**config.mk**
```make
export PLATFORM = sky130hd
export DESIGN_NAME = stack_unit
export DESIGN_NICKNAME = d
export VERILOG_FILES = /design/src/rtl/stack_unit.sv
export SDC_FILE = /design/constraint.sdc
export NUM_CORES = 1
export LEC_CHECK = 0
export BUFFER_PORTS_ARGS = -buffer_cell sky130_fd_sc_hd__buf_4
export CORE_ASPECT_RATIO = 0.8
export CORE_MARGIN = 2
export CORE_UTILIZATION = 40
export DETAILED_ROUTE_END_ITERATION = 8
export GPL_ROUTABILITY_DRIVEN = 0
export PLACE_DENSITY = 0.54
export SETUP_SLACK_MARGIN = 0.3
export SYNTH_ARGS = -nofsm -noshare
export SYNTH_HDL_FRONTEND = slang
export SYNTH_SLANG_ARGS = --single-unit
```
**constraint.sdc**
```tcl
create_clock -name clk -period 4.2 [get_ports clk]
set_input_delay 0.63 -clock clk [delete_from_list [all_inputs] [get_ports clk]]
set_output_delay 0.63 -clock clk [all_outputs]
set_load 0.02 [all_outputs]
```
**src/rtl/stack_unit.sv**
```systemverilog
// Operand stack for the multicycle stack CPU: single-port array,
// count-as-pointer, registered read data and sticky error flags.
module stack_unit #(
  parameter int DW    = 8,
  parameter int DEPTH = 16,
  parameter int AW    = 4
) (
  input  logic          clk,
  input  logic          rst,
  input  logic          push,
  input  logic          pop,
  input  logic          tos,
  input  logic [DW-1:0] din,
  input  logic          err_clr,
  output logic [DW-1:0] dout,
  output logic [AW:0]   count,
  output logic          empty,
  output logic          full,
  output logic          ovf,
  output logic          udf
);

  logic [DW-1:0] mem [DEPTH];
  logic [AW-1:0] top_idx;
  logic [DW-1:0] top;

  logic do_push;
  logic do_pop;
  logic do_tos;
  logic do_rep;
  logic ovf_set;
  logic udf_set;

  assign empty = (count == '0);
  assign full  = (count == (AW+1)'(DEPTH));

  // count[AW-1:0] is 0 when full, so minus one still lands on DEPTH-1
  assign top_idx = count[AW-1:0] - AW'(1);
  assign top     = mem[top_idx];

  always_comb begin
    do_push = 1'b0;
    do_pop  = 1'b0;
    do_tos  = 1'b0;
    do_rep  = 1'b0;
    ovf_set = 1'b0;
    udf_set = 1'b0;
    priority case (1'b1)
      push && pop: begin
        if (empty) begin
          do_push = 1'b1;
          udf_set = 1'b1;
        end else begin
          do_rep = 1'b1;
        end
      end
      push: begin
        if (full) ovf_set = 1'b1;
        else      do_push = 1'b1;
      end
      pop: begin
        if (empty) udf_set = 1'b1;
        else       do_pop  = 1'b1;
      end
      tos: begin
        if (empty) udf_set = 1'b1;
        else       do_tos  = 1'b1;
      end
      default: ;
    endcase
  end

  always_ff @(posedge clk or posedge rst) begin
    if (rst) begin
      count <= '0;
      dout  <= '0;
      ovf   <= 1'b0;
      udf   <= 1'b0;
    end else begin
      if (do_push)
        count <= count + (AW+1)'(1);
      else if (do_pop)
        count <= count - (AW+1)'(1);
      if (do_pop || do_tos || do_rep)
        dout <= top;
      // a coincident error wins over err_clr
      if (ovf_set)      ovf <= 1'b1;
      else if (err_clr) ovf <= 1'b0;
      if (udf_set)      udf <= 1'b1;
      else if (err_clr) udf <= 1'b0;
    end
  end

  always_ff @(posedge clk) begin
    if (!rst) begin
      if (do_push)
        mem[count[AW-1:0]] <= din;
      else if (do_rep)
        mem[top_idx] <= din;
    end
  end

endmodule

```
==> results.ini, run 1 <==
[yosys]
synthCells=335
synth_top_family_by_area=multiplexers
synth_mux_area_share_pct=14.8
synthXorXnorAreaFrac_pct=1.16
syn_nets=352
avgSynthCellArea_sq_um=18.0
synth_fa_ha_area_share_pct=0.623
synth_ff_type=edfxtp_1
synth_edf_count=128
yosys_warnings=0
yosys.area_share.simple_pct=5.61
ys_ff_latch=143
yosysSeqAreaShare_pct=70.0
async_flop_share_pct=10.5
synth-compound-area-share_pct=5.11
ys_types=50
synth_area_sq_um=6030

[pwr]
power_frac_seq_pct=35.6
p_int_mw=3.41
p_clk_share_pct=27.1
pwr-share-comb_pct=37.4
p_sw_share_pct=34.0
netSwitchingPower_mw=1.76
worst_ir_drop_vdd_uv=412
p_per_area_nw_per_um2=733
p_leak_nw=2.38

[placement]
dp_cells=546
dp_hpwl_mm=8.34
numPortBuffers=30
dpl-instance-area_sq_um=6490

[timing]
finalSetupTns_ns=0
slew_violations=0
slew_headroom_pct=19.2
timing.final.crit_period_ns=3.49
setup_viol=0
fmax_ghz=0.287
rsz0062_at_grt=no
hold_violations=0
min_period_over_period_pct=83.1
clock_skew_ns=0.0117
worst_pin_slew_ns=1.20

[cells_and_area]
finalNetCount=393
antenna_cells=0
final_cell_mix=edfxtp_1, buf_4, mux4_2, clkbuf_16, mux2i_1
area_growth_pct=16.9
final_cells=576
stdcell_area_sq_um=7040
layout-drive-gt1-share_pct=29.5
layout_commonest_cell=edfxtp_1

[grt]
use_met3_pct=4.28
grt-busiest-layer=met2
antenna_found_initial=1
grt_overflow=0
met2_usage_pct=27.5
grt_pass1_vias=3278
track_usage_pct=17.6
grt_util_met1_pct=24.7
grt_pass1_wl_mm=20.0
grt_max_degree=53

[worst_setup_path]
start_kind=flip-flop
startpoint=count[1]
reg2reg_depth=6
arrival_ns=3.51
regToRegStartpoint=count[1]
critPathRequiredTime_ns=4.22
cp-end-kind=flip-flop
path_class=reg -> reg
critPathMaxFanout=11

[cts]
cts-root-buf=clkbuf_16
clock-sinks=143
cts_setup_buffers=0
insertion_delay_ns=0.41
cts_resized=0
cts_inserted_buffers=17
cts_hold_buf=0
clk_pin_slew_ns=0.06
cts_tree=done
clk_path_buf_depth=2
htreeDepth=4

[detailed_routing]
drtAntennaViolNets=0
drtIter0Drc=196
avgRoutedWirePerCell_microns=22.7
drc_errors=0
via_count=3163
avgViaCountPerCell=5.49
first_pass_iters=4
finalWirelength_mm=13.0

[floorplan]
io_pins=31
initial_core_util_pct=40.5
die_area_sq_um=16100
die_height_microns=114
core_area_sq_um=14900
num_rows=40
fp.dieW_microns=141

[worst_hold_path]
holdCritPathClass=in -> async

[flow_run]
maxCapViolCount=0

[run_status]
outcome=finished, final reports clean

-- power groups by stage --
stage          clock (mW)  combinational (mW)  sequential, mW
5_1_grt              1.50                2.09            1.85
2_1_floorplan           0                1.35            1.87
6_report             1.40                1.93            1.84
4_1_cts              1.44                1.97            1.84
3_3_place_gp            0                1.95            1.86
3_5_place_dp            0                1.96            1.87
-- synth_stat cells, drive strengths merged (2+ instances only) --
cell type | count | area share, %
edfxtp | 128 | 64
mux4 | 32 | 12
mux2i | 16 | 2.7
dfrtp | 15 | 6.2
nand2 | 13 | 0.81
buf | 12 | 1.3
inv | 11 | 0.77
nor2 | 10 | 0.66
clkbuf | 9 | 0.56
o21ai | 9 | 0.81
o221ai | 8 | 1.2
nor4 | 6 | 0.62
nor3 | 5 | 0.42
xor2 | 5 | 0.73
nand2b | 4 | 0.42
o31a | 4 | 0.58
o31ai | 4 | 0.50
a2111oi | 3 | 0.44
ha | 3 | 0.62
nand4 | 3 | 0.31
xnor2 | 3 | 0.44
a31oi | 2 | 0.21
and4 | 2 | 0.29
nand3 | 2 | 0.17
nor2b | 2 | 0.21
nor4b | 2 | 0.29
o22ai | 2 | 0.21
or2 | 2 | 0.21
or3 | 2 | 0.21
-- final timing paths --
| path | slack [ns] | endpoint |
|---|---|---|
| min in group clk | 0.42 | ovf |
| worst min-delay path | 0.34 | dout[3] |
| max in group asynchronous | 3.63 | count[0] |
| worst max-delay path | 0.71 | mem[3][3] |
| worst max register to register | 0.71 | mem[3][3] |
| worst min register to register | 0.50 | dout[6] |
-- sequential cells by signal, summed over array words and instances (netlist names) --
register  flops
count         5
udf           1
ovf           1
mem         128
dout          8
-- worst max-delay path: stages (launching register included) --
cell	delay [ns]
dfrtp_1	0.51
inv_1	0.24
ha_1	0.23
or3b_1	0.41
a2111oi_0	0.46
o21ai_0	0.25
nor3_1	1.00
-- per-layer routing --
layer | routed length (microns) | up-vias
met2 | 6260 | 68
met3 | 806 | 4
li1 | - | 1447
met4 | 80 | 0
met1 | 5900 | 1644
met5 | 0 | -
-- kinds of logic after synthesis --
kind of cell,after synthesis
flip-flops,143
AND/OR/NAND/NOR,60
multiplexers,49
AO/OA/AOI/OAI,40
buffers and inverters,32
XOR/XNOR,8
adder cells (fa/ha/maj),3
-- stage by stage --
step                hold slack (ns)  utilization (%)  setup WS [ns]  power (mW)
floorplan                     0.565                -          0.841        3.22
global placement              0.496             43.7          0.957        3.82
detailed placement            0.503             43.7          0.765        3.83
CTS                           0.320             47.4          0.742        5.25
global route                  0.365             47.4          0.525        5.44
finish                        0.339             47.4          0.710        5.17
-- layout make-up --
cell class | instances | area, sq um
Clock buffer | 19 | 433
Clock inverter | 11 | 120
Fill cell | 1247 | 7820
Inverter | 11 | 46.3
Multi-Input combinational cell | 160 | 1670
Sequential cell | 143 | 4220
Tap cell | 189 | 236
Timing Repair Buffer | 43 | 323
Note: power is estimated with default switching activity, not from simulation.
==> run 2: changes to the inputs <==
--- a/config.mk
+++ b/config.mk
@@ -11,7 +11,7 @@
 export CORE_UTILIZATION = 40
 export DETAILED_ROUTE_END_ITERATION = 8
 export GPL_ROUTABILITY_DRIVEN = 0
-export PLACE_DENSITY = 0.54
+export PLACE_DENSITY = 0.56
 export SETUP_SLACK_MARGIN = 0.3
 export SYNTH_ARGS = -nofsm -noshare
 export SYNTH_HDL_FRONTEND = slang
==> constraint.sdc (replaced) <==
create_clock -name clk -period 3.2 [get_ports clk]
set_input_delay 0.48 -clock clk [delete_from_list [all_inputs] [get_ports clk]]
set_output_delay 0.48 -clock clk [all_outputs]
set_load 0.02 [all_outputs]
==> run 2 against run 1 <==
Against the previous run:
- power rose by 35%
- largest cell class unchanged
- largest power group unchanged
- clock skew fell by 0.0012 ns
- register-to-register slack worse by 0.33 ns
- via count increased by 0.82%
- fmax rose by 24%
- flip-flop and latch count unchanged
==> results.ini, run 2 (synthesis gave the netlist of run 1 again) <==
[cts]
clk_path_buf_depth=2  ; unchanged
cts_resized=0  ; unchanged
htreeDepth=4  ; unchanged
cts_setup_buffers=0  ; unchanged
insertion_delay_ns=0.42  ; about the same
cts_inserted_buffers=17  ; unchanged
cts_tree=done
clock-sinks=143  ; unchanged
clk_pin_slew_ns=0.06  ; about the same
cts-root-buf=clkbuf_16
cts_hold_buf=0  ; unchanged

[worst_setup_path]
start_kind=flip-flop
critPathMaxFanout=14  ; +3
path_delay_family=simple AND/OR/NAND/NOR gates
regToRegStartpoint=count[1]
r2r_end=mem[3][6]
cp-end-kind=flip-flop
reg2reg_depth=8  ; +2
critPathRequiredTime_ns=3.37  ; -0.85 ns
startpoint=count[1]
path_cells=inv_1, ha_1, or4b_1, inv_6, nor2_2, a311oi_2, nor3_2, buf_4
crit_buf_inv=3  ; +2
slowest_stage=or4b_1
path_class=reg -> reg
r2r_slack_ns=0.38  ; -0.33 ns
critPathMaxStageDelay_ns=0.64  ; -0.36 ns
arrival_ns=2.99  ; -0.52 ns

[timing]
slew_headroom_pct=59.2  ; +40 points
hold_violations=0  ; unchanged
min_period_over_period_pct=88.2  ; +5.1 points
setup_viol=0  ; unchanged
rsz0062_at_grt=yes
fmax_ghz=0.354  ; +24%
slew_violations=0  ; unchanged
finalSetupTns_ns=0  ; unchanged
worst_pin_slew_ns=0.611  ; -0.591 ns
whs_ns=0.187  ; -0.152 ns
timing.final.crit_period_ns=2.82  ; -0.669 ns
clock_skew_ns=0.0105  ; -0.00116 ns

[cells_and_area]
top_regs=mem: 128 flops, dout: 8 flops, count: 5 flops
post-route-util_pct=48.1  ; +0.75 points
final_cells=579  ; +0.52%
fillCellCount=1242  ; -0.40%
area_growth_pct=18.7
finalNetCount=394  ; +0.25%
antenna_cells=0  ; unchanged
regMostFlops=mem
layout_commonest_cell=edfxtp_1
multiInputGateArea_sq_um=1720  ; +3.5%
seqCellArea_sq_um=4220  ; unchanged
layout-drive-gt1-share_pct=33.3  ; +3.9 points
largest_reg_flops=128  ; unchanged
final_cell_mix=edfxtp_1, buf_4, mux4_2, clkbuf_16, mux2i_1

[placement]
dp_hpwl_mm=8.40  ; +0.73%
dp_cells=547  ; +0.18%
numPortBuffers=30  ; unchanged

[worst_hold_path]
holdCritPathClass=in -> async

[grt]
track_usage_pct=17.4  ; -0.24 points
grt_max_degree=53  ; unchanged
grt_pass1_vias=3331  ; +1.6%
grt_overflow=0  ; unchanged
grt_pass1_wl_mm=20.2  ; +1.0%
antenna_found_initial=0  ; -1

[floorplan]
io_pins=31  ; unchanged
initial_core_util_pct=40.5  ; unchanged
core_area_sq_um=14900  ; unchanged
die_area_sq_um=16100  ; unchanged
die_height_microns=114  ; unchanged
num_rows=40  ; unchanged
fp.dieW_microns=141  ; unchanged

[pwr]
worst_ir_drop_vdd_uv=519  ; +26%
p_leak_nw=2.42  ; +1.8%
p_per_area_nw_per_um2=973  ; +33%
fin_total_pwr_mw=6.96  ; +35%

[detailed_routing]
finalWirelength_mm=12.8  ; -1.9%
drc_errors=0  ; unchanged
drtAntennaViolNets=0  ; unchanged
first_pass_iters=5  ; +1
avgRoutedWirePerCell_microns=22.1  ; -2.4%
via_count=3189  ; +0.82%
drtIter0Drc=352  ; +80%
avgViaCountPerCell=5.51  ; +0.30%

[run_status]
outcome=finished, final reports clean

[flow_run]
maxCapViolCount=0  ; unchanged

## run 2: cell type report
| type | instances | area share (%) |
|---|---|---|
| clock buffer | 18 | 6.00 |
| clock inverter | 14 | 2.33 |
| inverter | 11 | 0.647 |
| multi-input combinational | 160 | 24.1 |
| sequential | 143 | 59.0 |
| tap | 189 | 3.30 |
| timing repair buffer | 44 | 4.67 |
## run 2: power by group
part           internal (mW)  leakage (nW)  switching (mW)
Sequential              2.24          1.34          0.0972
Clock                   1.22         0.285           0.756
Combinational           1.14         0.801            1.50
## run 2: layer usage
| layer | vias up | share of wire (%) | GRT usage [%] |
|---|---|---|---|
| met1 | 1645 | 48 | 25.9 |
| met3 | 8 | 4.3 | 4.07 |
| met5 | - | 0 | 0 |
| met4 | 0 | 0.86 | 4.80 |
| li1 | 1453 | - | - |
| met2 | 83 | 47 | 25.8 |
## run 2: how the worst max path moves through the flow
stage                  to  cells after the start  slack, ns
2_1_floorplan  mem[11][0]                     10       0.21
3_3_place_gp   mem[14][4]                      5       0.42
3_5_place_dp   mem[10][6]                      7       0.43
4_1_cts        mem[14][0]                      5       0.41
6_report        mem[3][6]                      8       0.38
5_1_grt         mem[2][1]                      8       0.27
## run 2: metrics by stage
stage               worst slack [ns]  instance area (sq um)
floorplan                      0.215                   6080
global placement               0.417                   6540
detailed placement             0.428                   6540
CTS                            0.406                   7130
global route                   0.266                   7160
finish                         0.379                   7160
==> run 3: changes to the inputs <==
--- a/config.mk
+++ b/config.mk
@@ -12,6 +12,7 @@
 export DETAILED_ROUTE_END_ITERATION = 8
 export GPL_ROUTABILITY_DRIVEN = 0
 export PLACE_DENSITY = 0.56
+export REMOVE_ABC_BUFFERS = 1
 export SETUP_SLACK_MARGIN = 0.3
 export SYNTH_ARGS = -nofsm -noshare
 export SYNTH_HDL_FRONTEND = slang
==> constraint.sdc (replaced) <==
create_clock -name clk -period 3.2 [get_ports clk]
set_input_delay 0.48 -clock clk [delete_from_list [all_inputs] [get_ports clk]]
set_output_delay 0.48 -clock clk [all_outputs]
set_load 0.1 [all_outputs]
==> run 3 against run 2 <==
Against the previous run:
- fmax grew 1.6%
- power grew 9.4%
- sequential power is essentially flat
- sequential share of layout area shrank 0.35 points
- combinational power grew 23%
- core utilization grew 0.29 points
- cell count grew 1.4%
- highest routed layer unchanged
==> results.ini, run 3 (synthesis gave the netlist of run 1 again) <==
[run_status]
outcome=finished, final reports clean

[pwr]
pwr-share-comb_pct=42.6  ; +4.6 points
p_clk_share_pct=26.8  ; -1.6 points
p_sw_share_pct=38.2  ; +4.4 points
power_frac_seq_pct=30.6  ; -3.0 points
netSwitchingPower_mw=2.91  ; +24%
p_per_area_nw_per_um2=1060  ; +8.8%
p_int_mw=4.71  ; +2.2%
p_leak_nw=2.48  ; +2.2%
worst_ir_drop_vdd_uv=477  ; -8.1%

[timing]
min_period_over_period_pct=86.8  ; -1.4 points
worst_pin_slew_ns=0.879  ; +0.267 ns
hold_violations=0  ; unchanged
timing.final.crit_period_ns=2.78  ; -0.0443 ns
slew_violations=0  ; unchanged
setup_viol=0  ; unchanged
rsz0062_at_grt=yes
slew_headroom_pct=41.4  ; -18 points
clock_skew_ns=0.0107  ; +0.000153 ns
fmax_ghz=0.360  ; +1.6%
finalWorstSetupSlack_ns=0.423  ; +0.0443 ns

[detailed_routing]
finalWirelength_mm=13.1  ; +2.2%
first_pass_iters=4  ; -1
drc_errors=0  ; unchanged
drtAntennaViolNets=0  ; unchanged
avgViaCountPerCell=5.57  ; +1.2%
avgRoutedWirePerCell_microns=22.3  ; +0.83%
via_count=3272  ; +2.6%
drtIter0Drc=225  ; -36%

[cts]
cts_setup_buffers=0  ; unchanged
cts_resized=0  ; unchanged
cts-root-buf=clkbuf_16
clk_path_buf_depth=2  ; unchanged
insertion_delay_ns=0.42  ; about the same
htreeDepth=4  ; unchanged
clk_pin_slew_ns=0.06  ; about the same
cts_hold_buf=0  ; unchanged
cts_tree=done
cts_inserted_buffers=17  ; unchanged
clock-sinks=143  ; unchanged

[placement]
dp_hpwl_mm=8.27  ; -1.5%
pre_cts_slack_ns=0.527  ; +0.0984 ns
numPortBuffers=30  ; unchanged
dp_cells=555  ; +1.5%
dpl-instance-area_sq_um=6570  ; +0.50%

[worst_setup_path]
r2r_slack_ns=0.55  ; +0.17 ns
critPathMaxFanout=14  ; unchanged
slowest_stage=or4b_1
path_delay_family=buffers and inverters
crit_buf_inv=3  ; unchanged
cp-end-kind=primary output
path_cells=inv_1, ha_1, or4b_1, inv_6, buf_4
arrival_ns=2.30  ; -0.69 ns
critPathRequiredTime_ns=2.72  ; -0.65 ns
start_kind=flip-flop
path_class=reg -> out
critPathMaxStageDelay_ns=0.63  ; about the same

[cells_and_area]
area_growth_pct=19.5
final_cell_mix=edfxtp_1, buf_4, mux4_2, clkbuf_16, mux2i_1
layout-drive-gt1-share_pct=32.4  ; -0.92 points
final_cells=587  ; +1.4%
top_regs=mem: 128 flops, dout: 8 flops, count: 5 flops
finalNetCount=402  ; +2.0%
antenna_cells=0  ; unchanged
layout_commonest_cell=edfxtp_1
stdcell_area_sq_um=7200  ; +0.59%
post-route-util_pct=48.4  ; +0.29 points
largest_reg_flops=128  ; unchanged
regMostFlops=mem

[grt]
grt_pass1_wl_mm=20.0  ; -1.4%
grt_pass1_vias=3330  ; -0.030%
antenna_found_initial=1  ; +1
grt_overflow=0  ; unchanged
grt_max_degree=53  ; unchanged
track_usage_pct=17.4  ; about the same

[floorplan]
fp.dieW_microns=141  ; unchanged
die_area_sq_um=16100  ; unchanged
initial_core_util_pct=40.5  ; unchanged
die_height_microns=114  ; unchanged
num_rows=40  ; unchanged
io_pins=31  ; unchanged
core_area_sq_um=14900  ; unchanged

[worst_hold_path]
holdCritPathClass=in -> async

[flow_run]
maxCapViolCount=0  ; unchanged

-- run 3: cell count changes in the layout (fill, tap and decap cells not counted), sizes merged --
| cell | change |
|---|---|
| buf | +8 |
| clkinv | -4 |
| clkbuf | +2 |
| clkinvlp | +1 |
| inv | +1 |
-- run 3: path summary, 6_finish.rpt --
path / start / end / depth (start not counted)
setup / recovery: count[0] / empty / 5
setup reg to reg: count[0] / mem[9][7] / 8
min in group clk: err_clr / ovf / 2
max in group asynchronous: rst / dout[1] / 3
hold / removal: rst / count[1] / 2
hold reg to reg: dout[3] / dout[3] / 2
-- run 3: layer usage --
layer	wire length (microns)	vias up	global-route usage, %
met4	181	0	6.13
met5	0	-	0
met3	517	16	3.61
li1	-	1469	-
met1	6190	1708	25.2
met2	6190	79	26.3
-- run 3: worst reg2reg max path, stage by stage (launching register included) --
cell and delay (ns):
dfrtp_2 0.40, inv_1 0.13, ha_1 0.22, or4b_1 0.64
inv_6 0.19, nor2_2 0.09, a21o_1 0.21, nor4b_2 0.26
buf_4 0.23
-- run 3: layout make-up --
type,count,area (sq um)
Clock inverter,12,158
Clock buffer,20,467
Inverter,11,46.3
Tap cell,189,236
Multi-Input combinational cell,160,1670
Sequential cell,143,4220
Fill cell,1217,7670
Timing Repair Buffer,52,403
-- run 3: per-stage QoR --
step                      setup TNS [ns]  hold WS [ns]  power [mW]
after global placement                 0         0.488        5.63
after CTS                              0        0.0790        7.69
after floorplan                  -274.50         0.415        4.71
after global routing                   0         0.106        7.96
after detailed placement               0         0.497        5.65
final                                  0        0.0915        7.62
-- run 3: power by group through the flow --
| stage | clock network, mW | logic (mW) | registers [mW] |
|---|---|---|---|
| floorplan | 0 | 1.58 | 3.13 |
| global placement | 0 | 3.26 | 2.37 |
| detailed placement | 0 | 3.28 | 2.37 |
| CTS | 2.08 | 3.28 | 2.33 |
| global route | 2.16 | 3.46 | 2.34 |
| finish | 2.04 | 3.25 | 2.33 |
